<file path="config.mk">
export PLATFORM = sky130hd
export DESIGN_NAME = filter_event_decim
export DESIGN_NICKNAME = d
export VERILOG_FILES = /design/src/rtl/filter_event_decim.sv
export SDC_FILE = /design/constraint.sdc
export NUM_CORES = 1
export LEC_CHECK = 0
export ABC_AREA = 1
export CORE_ASPECT_RATIO = 1.4
export CORE_UTILIZATION = 60
export CTS_CLUSTER_SIZE = 24
export DETAILED_ROUTE_END_ITERATION = 10
export GPL_TIMING_DRIVEN = 0
export PLACE_DENSITY_LB_ADDON = 0.05
export SYNTH_ARGS = -nofsm -noshare
export SYNTH_HDL_FRONTEND = slang
export SYNTH_SLANG_ARGS = --single-unit
</file>
<file path="constraint.sdc">
create_clock -name clk -period 8.08 [get_ports clk]
set_clock_uncertainty 0.05 [all_clocks]
set_input_delay 2.02 -clock clk [delete_from_list [all_inputs] [get_ports clk]]
set_output_delay 2.02 -clock clk [all_outputs]
set_load 0.005 [all_outputs]
</file>
<file path="src/rtl/filter_event_decim.sv">
// filter_event_decim: digital back end for one filter_p_m channel.
// Synchronises the comparator output, samples it on each phi strobe, returns
// the sampled bit as registered feedback, counts "high" samples over a
// programmable window and queues each window count in a small FIFO that the
// readout drains over a valid/ready handshake.
module filter_event_decim #(
   parameter int CNT_W      = 8,
   parameter int FIFO_DEPTH = 4
) (
   input  logic             clk,
   input  logic             rst,
   input  logic             en,
   input  logic             sample_stb,
   input  logic             high_buf,
   input  logic [CNT_W-1:0] win_len,
   output logic             fb1,
   output logic [CNT_W-1:0] out_data,
   output logic             out_valid,
   input  logic             out_ready,
   output logic             overflow,
   input  logic             clr_ovf
);

   localparam int PTR_W = (FIFO_DEPTH > 1) ? $clog2(FIFO_DEPTH) : 1;
   localparam int OCC_W = $clog2(FIFO_DEPTH + 1);

   typedef enum logic [1:0] {
      ST_IDLE = 2'd0,
      ST_ARM  = 2'd1,
      ST_RUN  = 2'd2
   } state_t;

   // ---------------------------------------------------------------------
   // Registers and next-state signals
   // ---------------------------------------------------------------------
   logic [1:0]       sync_q;
   logic             hb_s;

   state_t           state_q, state_d;
   logic [CNT_W-1:0] samp_cnt_q, samp_cnt_d;
   logic [CNT_W-1:0] ones_cnt_q, ones_cnt_d;
   logic             fb1_q, fb1_d;

   logic             push_s;
   logic [CNT_W-1:0] push_data_s;
   logic [CNT_W:0]   samp_plus1_s;

   logic [CNT_W-1:0] mem_q [FIFO_DEPTH];
   logic [CNT_W-1:0] mem_d [FIFO_DEPTH];
   logic [PTR_W-1:0] rd_ptr_q, rd_ptr_d;
   logic [PTR_W-1:0] wr_ptr_q, wr_ptr_d;
   logic [OCC_W-1:0] occ_q, occ_d;
   logic [CNT_W-1:0] out_data_q, out_data_d;
   logic             out_valid_q, out_valid_d;
   logic             overflow_q, overflow_d;

   logic             pop_s;
   logic             full_s;
   logic             accept_s;
   logic             drop_s;

   // Only the second synchroniser stage is ever used by the logic.
   assign hb_s = sync_q[1];

   // Two-flop synchroniser for the asynchronous comparator output.
   always_ff @(posedge clk or posedge rst) begin
      if (rst) begin
         sync_q <= 2'b00;
      end else begin
         sync_q <= {sync_q[0], high_buf};
      end
   end

   // Window length compare needs one extra bit so samp_cnt+1 cannot wrap.
   assign samp_plus1_s = {1'b0, samp_cnt_q} + {{CNT_W{1'b0}}, 1'b1};

   // Channel FSM, sample counters, feedback bit and window-close push request.
   always_comb begin
      state_d     = state_q;
      samp_cnt_d  = samp_cnt_q;
      ones_cnt_d  = ones_cnt_q;
      fb1_d       = fb1_q;
      push_s      = 1'b0;
      push_data_s = {CNT_W{1'b0}};

      case (state_q)
         ST_IDLE: begin
            if (en) begin
               state_d = ST_ARM;
            end else begin
               state_d = ST_IDLE;
            end
         end
         ST_ARM: begin
            if (!en) begin
               state_d = ST_IDLE;
            end else if (sample_stb) begin
               state_d = ST_RUN;
            end else begin
               state_d = ST_ARM;
            end
         end
         ST_RUN: begin
            if (!en) begin
               state_d = ST_IDLE;
            end else begin
               state_d = ST_RUN;
            end
         end
         default: begin
            state_d = ST_IDLE;
         end
      endcase

      // A strobe counts only when already running and still enabled; the
      // ARM strobe merely primes fb1 because the synchroniser may be stale.
      if (!en || (state_q != ST_RUN)) begin
         samp_cnt_d = {CNT_W{1'b0}};
         ones_cnt_d = {CNT_W{1'b0}};
      end else if (sample_stb) begin
         if (win_len == {CNT_W{1'b0}}) begin
            samp_cnt_d = {CNT_W{1'b0}};
            ones_cnt_d = {CNT_W{1'b0}};
         end else if (samp_plus1_s >= {1'b0, win_len}) begin
            // >= rather than == so a shrunk win_len closes on the next sample.
            push_s      = 1'b1;
            push_data_s = ones_cnt_q + CNT_W'(hb_s);
            samp_cnt_d  = {CNT_W{1'b0}};
            ones_cnt_d  = {CNT_W{1'b0}};
         end else begin
            samp_cnt_d = samp_plus1_s[CNT_W-1:0];
            ones_cnt_d = ones_cnt_q + CNT_W'(hb_s);
         end
      end else begin
         samp_cnt_d = samp_cnt_q;
         ones_cnt_d = ones_cnt_q;
      end

      // fb1 follows every acted-on strobe in ARM or RUN and holds otherwise.
      if (en && sample_stb && (state_q != ST_IDLE)) begin
         fb1_d = hb_s;
      end else begin
         fb1_d = fb1_q;
      end
   end

   // FSM state, counters and feedback register.
   always_ff @(posedge clk or posedge rst) begin
      if (rst) begin
         state_q    <= ST_IDLE;
         samp_cnt_q <= {CNT_W{1'b0}};
         ones_cnt_q <= {CNT_W{1'b0}};
         fb1_q      <= 1'b0;
      end else begin
         state_q    <= state_d;
         samp_cnt_q <= samp_cnt_d;
         ones_cnt_q <= ones_cnt_d;
         fb1_q      <= fb1_d;
      end
   end

   // Result FIFO next state; the head is precomputed so out_data is a flop.
   always_comb begin
      pop_s    = out_valid_q && out_ready;
      full_s   = (occ_q == OCC_W'(FIFO_DEPTH));
      accept_s = push_s && (!full_s || pop_s);
      drop_s   = push_s && full_s && !pop_s;

      mem_d    = mem_q;
      wr_ptr_d = wr_ptr_q;
      rd_ptr_d = rd_ptr_q;
      occ_d    = occ_q;

      if (accept_s) begin
         mem_d[wr_ptr_q] = push_data_s;
         wr_ptr_d        = wr_ptr_q + {{(PTR_W-1){1'b0}}, 1'b1};
      end else begin
         wr_ptr_d = wr_ptr_q;
      end

      if (pop_s) begin
         rd_ptr_d = rd_ptr_q + {{(PTR_W-1){1'b0}}, 1'b1};
      end else begin
         rd_ptr_d = rd_ptr_q;
      end

      case ({accept_s, pop_s})
         2'b10:   occ_d = occ_q + {{(OCC_W-1){1'b0}}, 1'b1};
         2'b01:   occ_d = occ_q - {{(OCC_W-1){1'b0}}, 1'b1};
         default: occ_d = occ_q;
      endcase

      out_valid_d = (occ_d != {OCC_W{1'b0}});
      if (out_valid_d) begin
         out_data_d = mem_d[rd_ptr_d];
      end else begin
         out_data_d = {CNT_W{1'b0}};
      end

      // A new drop outranks a clear issued in the same cycle.
      if (drop_s) begin
         overflow_d = 1'b1;
      end else if (clr_ovf) begin
         overflow_d = 1'b0;
      end else begin
         overflow_d = overflow_q;
      end
   end

   // FIFO storage, pointers, occupancy and registered readout outputs.
   always_ff @(posedge clk or posedge rst) begin
      if (rst) begin
         for (int i = 0; i < FIFO_DEPTH; i++) begin
            mem_q[i] <= {CNT_W{1'b0}};
         end
         rd_ptr_q    <= {PTR_W{1'b0}};
         wr_ptr_q    <= {PTR_W{1'b0}};
         occ_q       <= {OCC_W{1'b0}};
         out_data_q  <= {CNT_W{1'b0}};
         out_valid_q <= 1'b0;
         overflow_q  <= 1'b0;
      end else begin
         for (int i = 0; i < FIFO_DEPTH; i++) begin
            mem_q[i] <= mem_d[i];
         end
         rd_ptr_q    <= rd_ptr_d;
         wr_ptr_q    <= wr_ptr_d;
         occ_q       <= occ_d;
         out_data_q  <= out_data_d;
         out_valid_q <= out_valid_d;
         overflow_q  <= overflow_d;
      end
   end

   assign fb1       = fb1_q;
   assign out_data  = out_data_q;
   assign out_valid = out_valid_q;
   assign overflow  = overflow_q;

endmodule

</file>
==> flow_metrics.env <==
export IMPL_outcome="finished clean"
export IMPL_post_cts_buffers=0
export IMPL_worstHoldStart="sync_q[0]$_DFF_PP0_"
export IMPL_grt_max_degree=71
export IMPL_drive_gt1_share_pct=10.9
export IMPL_post_cts_resize_count=0
export IMPL_yosys_warnings=0
export IMPL_sw_frac_of_total_pct=34.3
export IMPL_ys_ff_latch=70
export IMPL_hpwlAfterDp_mm=6.18
export IMPL_period_share_pct=67.6
export IMPL_std_cell_rows=34
export IMPL_cellPowerDensity_nw_per_um2=228
export IMPL_syn_area_per_cell_um2=8.51
export IMPL_detailedRoute_firstIterationViolations=229
export IMPL_power_total_w=0.00100
export IMPL_vdd_drop_max_mv=0.171
export IMPL_core_um2=6210
export IMPL_fp_dieArea_um2=6780
export IMPL_h_tree_depth=3
export IMPL_grt_overflow=0
export IMPL_synthCells=455
export IMPL_hold_buffers=0
export IMPL_synth_fp_nets=487
export IMPL_nets=523
export IMPL_synth_edf_count=0
export IMPL_drc_errors=0
export IMPL_setup_violations=0
export IMPL_tns_ns=0
export IMPL_cp_required_ns=8.27
export IMPL_grtUsageTotal_pct=27.1
export IMPL_via_per_inst=5.39
export IMPL_yosysTopAreaCell="dfrtp_1"
export IMPL_hold_path_depth=0
export IMPL_period_needed_ns=5.46
export IMPL_synth_top_cell_area_share_pct=45.2
export IMPL_finalHoldViolations=0
export IMPL_r2r_slack_ns=3.76
export IMPL_worst_setup_path_type="input port to flip-flop"
export IMPL_grt_pass1_wl_mm=14.4
export IMPL_cts_buffers=9
export IMPL_area_delta_synth_final_pct=14.0
export IMPL_antenna_cells=0
export IMPL_switching_power_w=0.000345
export IMPL_final_instance_count_excl_fill=568
export IMPL_drt_total_wl_mm=8.30
export IMPL_cp_max_fo=10
export IMPL_min_to="sync_q[1]$_DFF_PP0_"
export IMPL_antenna_found_initial=0
export IMPL_clk_pin_slew_ns=0.08
export IMPL_fmaxAchievable_mhz=183
export IMPL_worst_hold_slack_ns=0.318
export IMPL_port_buffers=25
export IMPL_post_route_util_pct=71.1
export IMPL_netlist_top_cells_area="dfrtp_1 45%, nand2_1 8.6%, inv_1 7.4%"
export IMPL_ys_seq_area_share_pct=45.2
export IMPL_r2r_end="out_data[0]$_DFF_PP0_"
export IMPL_pin_count=26
export IMPL_tightest_slew_ns=0.852
export IMPL_netlist_top_cells_count="89 x nand2_1, 76 x inv_1, 70 x dfrtp_1, 43 x nand3_1, 31 x nor2_1"
export IMPL_cts_root_buf="clkbuf_8"
export IMPL_hold_path_class="flip-flop to flip-flop"
export IMPL_rr_startpoint="samp_cnt_q[0]$_DFFE_PP0P_"
export IMPL_postRouteAntennaNets=0
export IMPL_power_leakage_nw=2.17
export IMPL_routedWlPerCell_um=14.6
export IMPL_p_clk_share_pct=28.2
export IMPL_place_gp_congestion=0.804
export IMPL_synth_most_common_cell="nand2_1"
export IMPL_cts_buffer_depth=2
export IMPL_arrival_ns=5.66
export IMPL_rsz0062_at_grt="no"
export IMPL_grt_pass1_vias=3184
export IMPL_dp_cells=552
export IMPL_end_kind="flip-flop"
export IMPL_synth_flop_cell="dfrtp_1"
export IMPL_drtPass1Iterations=4
export IMPL_pwr_share_comb_pct=31.0
export IMPL_maxSlewViolCount=0
export IMPL_synth_area_um2=3870
export IMPL_slew_headroom_pct=43.2
export IMPL_fp_dieH_um=97.0
export IMPL_die_w_um=69.9
export IMPL_rr_worst_depth=24
export IMPL_yosysUniqueCellTypes=39
export IMPL_num_vias=3063
export IMPL_worstSkewPairLatency_ns=0.36
export IMPL_p_int_w=0.000660
export IMPL_synthArstFlopShare_pct=100
export IMPL_cts_tree="built"
export IMPL_sequentialPowerShare_pct=40.8
export IMPL_startpoint_type="input port"
export IMPL_maxCapViolCount=0
export IMPL_cts_sinks=70
export IMPL_initial_core_util_pct=62.3
[metal layers]
layer | track usage, % | vias to the layer above | share of wire, %
met5 | 0 | - | 0
met1 | 30.5 | 1458 | 41
li1 | - | 1518 | -
met3 | 4.06 | 21 | 2.8
met4 | 15.8 | 0 | 3.3
met2 | 47.7 | 66 | 53
[cells by family after synthesis]
family,count (synthesis),synth area share [%]
multiplexers,2,0.582
AO/OA/AOI/OAI,48,7.89
AND/OR/NAND/NOR,208,26.6
buffers and inverters,94,10.1
XOR/XNOR,16,3.81
flip-flops,70,45.2
adder cells (fa/ha/maj),17,5.69
[through the flow]
stage | cell area (µm²) | worst slack (ns)
floorplan | 3870 | 3.22
global placement | 4210 | 2.30
detailed placement | 4210 | 2.24
CTS | 4410 | 2.61
global route | 4410 | 2.23
finish | 4410 | 2.62
[power by group through the flow]
| stage | logic, W | registers [W] | clock network [W] |
|---|---|---|---|
| after floorplan | 0.000194 | 0.000416 | 0 |
| after global placement | 0.000300 | 0.000414 | 0 |
| after detailed placement | 0.000307 | 0.000417 | 0 |
| after CTS | 0.000310 | 0.000411 | 0.000285 |
| after global routing | 0.000348 | 0.000414 | 0.000300 |
| final | 0.000311 | 0.000410 | 0.000283 |
[placed cells by master, fill, tap and decap left out, types with 6 or more instances in the layout]
| cell type | Yosys | routed |
|---|---|---|
| nand2_1 | 89 | 89 |
| inv_1 | 76 | 75 |
| dfrtp_1 | 70 | 70 |
| nand3_1 | 43 | 43 |
| nor2_1 | 31 | 31 |
| clkdlybuf4s50_1 | 0 | 25 |
| ha_1 | 16 | 16 |
| xor2_1 | 13 | 13 |
| o21a_1 | 13 | 13 |
| nand4_1 | 12 | 12 |
| o21ai_0 | 10 | 10 |
| and2_1 | 10 | 10 |
| clkbuf_8 | 0 | 9 |
| nand2_2 | 8 | 8 |
| o22ai_1 | 8 | 8 |
| a21oi_1 | 6 | 6 |
| o21ai_1 | 6 | 6 |
[sequential cells by signal, indices dropped and copies added, names as in the netlist]
register / cells
state_q: 2
ones_cnt_q: 8
sync_q: 2
out_valid: 1
fb1: 1
wr_ptr_q: 2
out_data: 8
rd_ptr_q: 2
occ_q: 3
overflow: 1
mem_q: 32
samp_cnt_q: 8
[how the worst max path moves through the flow]
stage / to / startpoint
2_1_floorplan: out_data[6]$_DFF_PP0_ / win_len[4]
3_3_place_gp: out_data[1]$_DFF_PP0_ / win_len[4]
3_5_place_dp: out_data[0]$_DFF_PP0_ / win_len[4]
4_1_cts: out_data[0]$_DFF_PP0_ / win_len[4]
5_1_grt: out_data[2]$_DFF_PP0_ / win_len[4]
6_report: out_data[0]$_DFF_PP0_ / win_len[4]
[layout make-up]
class | instances | area [µm²]
plain buffers | 12 | 85.1
clock buffers | 9 | 124
clock inverters | 7 | 75.1
fillers | 491 | 1800
inverters | 82 | 310
multi-input cells | 291 | 1730
flip-flops and latches | 70 | 1750
well taps | 72 | 90.1
repair buffers | 25 | 250
[critical path, stage by stage]
cell and delay, ns:
clkdlybuf4s50_1 0.47, inv_1 0.05, ha_1 0.29, nand2_1 0.07
nor2_1 0.10, nand2_1 0.06, nand3_1 0.09, nand2_1 0.07
nand2_2 0.07, nand2_4 0.07, a21oi_4 0.16, buf_6 0.16
nand2_1 0.14, ha_1 0.30, fa_1 0.39, a21oi_1 0.12
o21ai_0 0.11, xnor2_1 0.14, or3_1 0.30, clkbuf_1 0.25
nand2_1 0.15, nor2_1 0.05
Power figures use the tool's default switching activity.
